## config.mk

```make
export PLATFORM = sky130hd
export DESIGN_NAME = loop_down_counter
export DESIGN_NICKNAME = d
export VERILOG_FILES = /design/src/rtl/loop_ctrl_pkg.sv /design/src/rtl/dec_unit.sv /design/src/rtl/loop_down_counter.sv
export SDC_FILE = /design/constraint.sdc
export NUM_CORES = 1
export LEC_CHECK = 0
export ABC_AREA = 1
export CAP_MARGIN = 20
export CORE_ASPECT_RATIO = 0.7
export CORE_UTILIZATION = 46
export DETAILED_ROUTE_END_ITERATION = 8
export MAX_ROUTING_LAYER = met4
export PLACE_DENSITY_LB_ADDON = 0.3
export REMOVE_ABC_BUFFERS = 1
export SETUP_SLACK_MARGIN = 0.1
export SYNTH_ARGS = -nofsm -noshare
export SYNTH_HDL_FRONTEND = slang
export SYNTH_SLANG_ARGS = --single-unit
```

## constraint.sdc

```tcl
create_clock -name Clk -period 1.7 [get_ports Clk]
set_input_delay 0.255 -clock Clk [delete_from_list [all_inputs] [get_ports Clk]]
set_output_delay 0.255 -clock Clk [all_outputs]
set_load 0.005 [all_outputs]
```

## src/rtl/loop_ctrl_pkg.sv

```systemverilog
// loop_ctrl_pkg: shared state encoding for the loop control FSM
package loop_ctrl_pkg;
    localparam logic [1:0] ST_IDLE = 2'b00;
    localparam logic [1:0] ST_RUN  = 2'b01;
    localparam logic [1:0] ST_DONE = 2'b10;
endpackage

```

## src/rtl/dec_unit.sv

```systemverilog
// dec_unit: combinational unsigned decrement, wraps modulo 2^DATAWIDTH
module dec_unit #(
    parameter int DATAWIDTH = 8
) (
    input  logic [DATAWIDTH-1:0] a,
    output logic [DATAWIDTH-1:0] d
);
    assign d = a - DATAWIDTH'(1);
endmodule

```

## src/rtl/loop_down_counter.sv

```systemverilog
// loop_down_counter: loads an iteration count and issues one index per handshake, counting down to 0
module loop_down_counter
    import loop_ctrl_pkg::*;
#(
    parameter int DATAWIDTH = 8
) (
    input  logic                 Clk,
    input  logic                 Rst,
    input  logic                 start,
    input  logic [DATAWIDTH-1:0] count,
    input  logic                 iter_ack,
    input  logic                 abort,
    output logic                 busy,
    output logic                 iter_valid,
    output logic [DATAWIDTH-1:0] iter_idx,
    output logic [DATAWIDTH-1:0] remaining,
    output logic                 done
);
    logic [1:0]           state;
    logic [DATAWIDTH-1:0] rem_dec;
    logic [DATAWIDTH-1:0] idx_dec;

    dec_unit #(.DATAWIDTH(DATAWIDTH)) u_dec_rem (.a(remaining), .d(rem_dec));
    // In IDLE this produces the load index count-1, in RUN the next index
    dec_unit #(.DATAWIDTH(DATAWIDTH)) u_dec_idx (.a(state == ST_RUN ? iter_idx : count), .d(idx_dec));

    always_ff @(posedge Clk or negedge Rst) begin
        if (!Rst) begin
            state      <= ST_IDLE;
            busy       <= 1'b0;
            iter_valid <= 1'b0;
            iter_idx   <= '0;
            remaining  <= '0;
            done       <= 1'b0;
        end else begin
            case (state)
                ST_IDLE: begin
                    done <= 1'b0;
                    if (start && count != '0) begin
                        remaining  <= count;
                        iter_idx   <= idx_dec;
                        iter_valid <= 1'b1;
                        busy       <= 1'b1;
                        state      <= ST_RUN;
                    end else if (start) begin
                        busy  <= 1'b1;
                        done  <= 1'b1;
                        state <= ST_DONE;
                    end
                end
                ST_RUN: begin
                    if (abort) begin
                        state      <= ST_IDLE;
                        busy       <= 1'b0;
                        iter_valid <= 1'b0;
                        iter_idx   <= '0;
                        remaining  <= '0;
                    end else if (iter_ack && remaining != DATAWIDTH'(1)) begin
                        remaining <= rem_dec;
                        iter_idx  <= idx_dec;
                    end else if (iter_ack) begin
                        remaining  <= '0;
                        iter_idx   <= '0;
                        iter_valid <= 1'b0;
                        done       <= 1'b1;
                        state      <= ST_DONE;
                    end
                end
                ST_DONE: begin
                    done  <= 1'b0;
                    busy  <= 1'b0;
                    state <= ST_IDLE;
                end
                default: state <= ST_IDLE;
            endcase
        end
    end
endmodule
```

After elaboration in Yosys (flattened, before gate mapping). Index checks and enable logic that the tools add are counted.

Bits of input ports: 13. Output and inout port bits: 19. Bits in read-only memories: 0. Register bits: 21. RAM bits: 0. Memories kept: 0. Word-level logic and storage cells: 62. Bits in latches: 0.

Magnitude comparators: 0. Eq/ne operators: 12. Shift operators: 0. Bitwise operators: 0. Add/subtract/negate cells: 2. Div/mod/pow operators: 0. Reduce and logical (&&, ||, !) cells: 11. Mux-type cells: 31. Multipliers: 0.

Operators by type and width (count): $mux W8 (8); $pmux W8 S2 (2); $sub A8 B1 Y8 const B (2); $mux W1 (12); $mux W2 (5); $ne A2 B2 Y1 const B (5); $ne A3 B3 Y1 const B (3); $reduce_and A3 Y1 (3); $ne A8 B1 Y1 const B (1); $reduce_and A4 Y1 (2); $reduce_bool A8 Y1 (1); $pmux W1 S3 (2); $ne A4 B3 Y1 const B (1); $pmux W2 S2 (1); $reduce_bool A3 Y1 (1); $eq A2 B1 Y1 const B (1); $eq A2 B2 Y1 const B (1); $logic_and A1 B1 Y1 (2); $logic_not A2 Y1 (1); $pmux W1 S2 (1); $reduce_bool A2 Y1 (1).

Depth between registers and ports, before layout.
Word-level depth: 6. Gate-level depth with buffers: 15. Gate-level depth less buffers: 14.

Modules after synthesis. Synthesis repeated with hierarchy kept, for this count alone.

Cells, all modules: 265. Area, all modules: 1679.1 um^2.

Modules (own cells, without submodules): loop_down_counter (times used 1, area an instance 1341.3 um^2, seq. area each 525.5 um^2, cells each 197); dec_unit (times used 2, area an instance 168.9 um^2, seq. area each 0.0 um^2, cells each 34).

Worst setup path before layout. Ideal clock, no wire load.

Kind: reg-to-reg. Start point: register state[0]. End point: register iter_idx[4]. Data required time: 1584 ps. Path buffers: 2. Period minus slack after synthesis: 1818 ps. Arrival: 1702 ps. Cell stages (with the launch flop): 14. Library setup time: 116 ps. Setup slack: -118 ps. Cell sequence: dfrtp_1 -> ha_1 -> buf_6 -> buf_8 -> nand2_1 -> nand2_1 -> inv_1 -> ha_1 -> inv_1 -> nor2_2 -> nand2_1 -> xor2_1 -> nand2_1 -> nand2_1.

Cells in the longest elaborated chain, start to end: 6. Elaborated cells on any way between the ends: 12. Those cells by class: add/sub (1); eq/ne (3); mux (5); reduce/logical (3).

RTL lines: start, declared (RTL line loop_down_counter.sv:19) `logic [1:0] state;`; start signal, assigned (RTL line loop_down_counter.sv:29) `state <= ST_IDLE;`; start signal, assigned (RTL line loop_down_counter.sv:44) `state <= ST_RUN;`; start signal, assigned (RTL line loop_down_counter.sv:48) `state <= ST_DONE;`; $eq A2 B1 Y1 (RTL line loop_down_counter.sv:25, loop_down_counter.sv:36); $mux W8 (RTL line loop_down_counter.sv:25) `dec_unit #(.DATAWIDTH(DATAWIDTH)) u_dec_idx (.a(state == ST_RUN ? iter_idx : count), .d(idx_dec));`; $sub A8 B1 Y8 (RTL line dec_unit.sv:8) `assign d = a - DATAWIDTH'(1);`; $mux W8 (RTL line loop_down_counter.sv:58) `end else if (iter_ack && remaining != DATAWIDTH'(1)) begin`; $mux W8 (RTL line loop_down_counter.sv:52) `if (abort) begin`; $pmux W8 S2 (RTL line loop_down_counter.sv:36) `case (state)`; end signal, assigned (RTL line loop_down_counter.sv:41) `iter_idx <= idx_dec;`; end signal, assigned (RTL line loop_down_counter.sv:60) `iter_idx <= idx_dec;`; end, declared (RTL line loop_down_counter.sv:15) `output logic [DATAWIDTH-1:0] iter_idx,`.

Several ways; a longest one is shown, not always the timed one. The select of a mux whose other input is x is not followed. A chain may end at the register's enable or synchronous reset.

Final worst setup path.
Start point: register state[1]. End point: register iter_idx[4].

Same word-level chain as after synthesis.

==> run metrics <==
status finished, violations left; failing checks negative setup slack; Max VDD drop about 840 µV; max-cap viol count 0; number of enable flip-flop cells after synthesis 0; worst slack at placement -0.133 ns; slowest CP cell dfrtp_1; die width 72 µm; Initial Util 49.1%; n_diodes 0; clock share of power roughly 8.7%; CTS H-tree lvls 1; Vias per Instance 4.62; largest net degree at the start of global routing 22; most common cell after layout, fill and taps aside nand2_1; synth top area cells dfrtp_1, nand2_1, inv_1; proportion of power drawn by combinational gates 66.1%; Synth area leader dfrtp_1; most frequent cells in the layout nand2_1, clkdlybuf4s50_1, inv_1, buf_4, dfrtp_1; clk sinks 21; WL met2 1.78 mm; worst min-delay path class in2async; Reg clk slew, reported paths 0.08 ns; endpoints failing hold 0; Fillers around 270; root buffer cell clkbuf_8; P_sw about 0.0018 W; met3 wire len between 200 and 250 µm; Syn Std Cell Area 1580 µm²; # nets final around 310; Total Routed Length just over 4 mm; post-synth top area share about 33%; row count 17; post-route cell area approximately 2200 µm²; Worst slew margin between 80 and 90%; clock skew around 0.0026 ns; Final HPWL DP roughly 3 mm; asr flop ratio synth 100%; Fmax achieved 0.587 GHz; area grow syn2layout 42.0%; Top FF cell, synth dfrtp_1; Critical Path AT around 1.9 ns; synth warn 0; later-pin clock latency in the skew report around 0.26 ns; M1 wire length 1.99 mm; CTS tree done; Syn Inst Count 231; highest metal used met4; register area roughly 530 µm²; cell repeated most along the worst path inv_2; final setup TNS -0.00433 ns; Vias 1547; Buffers on Ports 31; routed length per instance around 12 µm; DRT Pass-1 Iters 4; Congestion Overflow GR 0; Worst setup EP type flop; sequential share of power around a quarter; pwr dens around 1700 nW/µm²; share of post-route cells with drive strength above 1 25.7%; Synth cell types 26; DRC viols 0; Final ANT Viol Nets 0; Setup Viol. Count Final 1; initial antenna violation count 0; core footprint approximately 3200 µm²; Setup crit start kind flop; crit-path cells inv_2, ha_4, buf_6, nand2_2, inv_2, nor2_4, ha_4, inv_2, nor2_4, nand2_2, xor2_1, nand2_1, nand2_1; GR Util All Layers between 20% and 30%; crit share post-route 100%; number of global-route vias before repair 1504; part of the Yosys area used for sequential elements 33.3%; critical path type reg2reg; Clock Path Buffers 2; TritonCTS Buffers 3; leak pwr ~1.1 nW; initial drt markers 75; die height approximately 50 µm; worst path setup slack after routing -0.00433 ns; Pins Over Slew Limit 0; first-pass GRT wire length approximately 6.8 mm; Power Internal 0.00214 W; critical path required time about 1.9 ns; DP Area about 2100 µm²; register bit total from synthesis 21; CP max FO 4; sw frac a little under half; total die area 3670 µm²; RD Place Congestion between 0.8 and 0.9; WP buf/inv 4; Post-CTS Hold Fix Bufs 0; post-layout min period between 1.5 and 2 ns; Top Ports 32; RSZ-0062 raised after global routing true; CP top delay family simple AND/OR/NAND/NOR gates; worst-margin pin slew roughly 0.28 ns; max incr delay on CP between 0.3 and 0.4 ns; synthesized area per cell just under 7 µm²; Multi-input gate area 958 µm²
## state kept, by name, indices dropped and copies added, names as in the netlist
name / count
iter_valid: 1
busy: 1
done: 1
state: 2
iter_idx: 8
remaining: 8
## final cells by class
class                   count  area share, %
multi-input cells         170           42.8
clock buffers               3           1.84
inverters                  36           6.15
flip-flops and latches     21           23.5
repair buffers             57           22.9
well taps                  47           2.63
clock inverters             1          0.223
## through the flow
stage	hold slack, ns	utilization [%]	instances	total power, W
finish	0.332	69.7	335	0.00389
detailed placement	0.479	64.4	327	0.00330
floorplan	-0.0406	-	227	0.00230
global placement	0.469	64.4	327	0.00324
global route	0.366	69.7	335	0.00426
CTS	0.335	68.1	334	0.00379
## worst reg2reg max path: stages (launching register included)
cell and delay (ns):
dfrtp_1 0.38, inv_2 0.06, ha_4 0.18, buf_6 0.12, nand2_2 0.05, inv_2 0.04, nor2_4 0.13, ha_4 0.15
inv_2 0.04, nor2_4 0.14, nand2_2 0.07, xor2_1 0.14, nand2_1 0.07, nand2_1 0.04
## power by group through the flow
stage,Clock (W),Sequential [W],Combinational (W)
2_1_floorplan,0,0.000957,0.00134
3_3_place_gp,0,0.000969,0.00228
3_5_place_dp,0,0.000977,0.00232
4_1_cts,0.000350,0.000975,0.00246
5_1_grt,0.000367,0.00101,0.00288
6_report,0.000340,0.000979,0.00257
## cell usage after synthesis, types with 2 or more instances
master and instances:
o21bai_1 5, ha_1 6, o21ai_1 2, inv_2 4, nor2_2 9, xor2_1 2, nor2_1 15, nand2_1 88
nor2_4 4, buf_6 2, nand3_1 11, inv_1 32, a21oi_1 2, xnor2_1 4, o21ai_2 4, dfrtp_1 21
nand2_2 3, o21ai_0 9
## routing by layer
| metal | global-route usage, % | vias up |
|---|---|---|
| met5 | - | - |
| li1 | - | 820 |
| met4 | 5.88 | 0 |
| met3 | 5.33 | 6 |
| met2 | 40.4 | 46 |
| met1 | 32.5 | 675 |
## cell families (layout without fill, tap and decap cells)
| kind of cell | count (synthesis) | in the layout | share of synthesized area (%) |
|---|---|---|---|
| buffers and inverters | 40 | 97 | 11.4 |
| adder cells (fa/ha/maj) | 6 | 6 | 4.76 |
| XOR/XNOR | 6 | 6 | 3.33 |
| AND/OR/NAND/NOR | 134 | 134 | 37.4 |
| AO/OA/AOI/OAI | 24 | 24 | 9.75 |
| flip-flops | 21 | 21 | 33.3 |
## path summary, 6_finish.rpt
path | start | endpoint | slack [ns] | depth (start not counted)
setup / recovery | state[1]$_DFFE_PN0P_ | iter_idx[4]$_DFFE_PN0P_ | -0.004 | 13
hold / removal | Rst | iter_valid$_DFFE_PN0P_ | 0.33 | 2
setup reg to reg | state[1]$_DFFE_PN0P_ | iter_idx[4]$_DFFE_PN0P_ | -0.004 | 13
hold reg to reg | busy$_DFFE_PN0P_ | busy$_DFFE_PN0P_ | 0.49 | 2
max in group asynchronous | Rst | iter_idx[4]$_DFFE_PN0P_ | 1.15 | 2
min in group Clk | busy$_DFFE_PN0P_ | busy$_DFFE_PN0P_ | 0.49 | 2
## what timing repair did
| action | CTS | global route |
|---|---|---|
| resized for setup | 15 | 15 |
| buffers inserted | 3 | 1 |
| setup endpoints to repair | 19 | 19 |
| pin swaps | 8 | 7 |
Note: power is estimated with default switching activity, not from simulation.
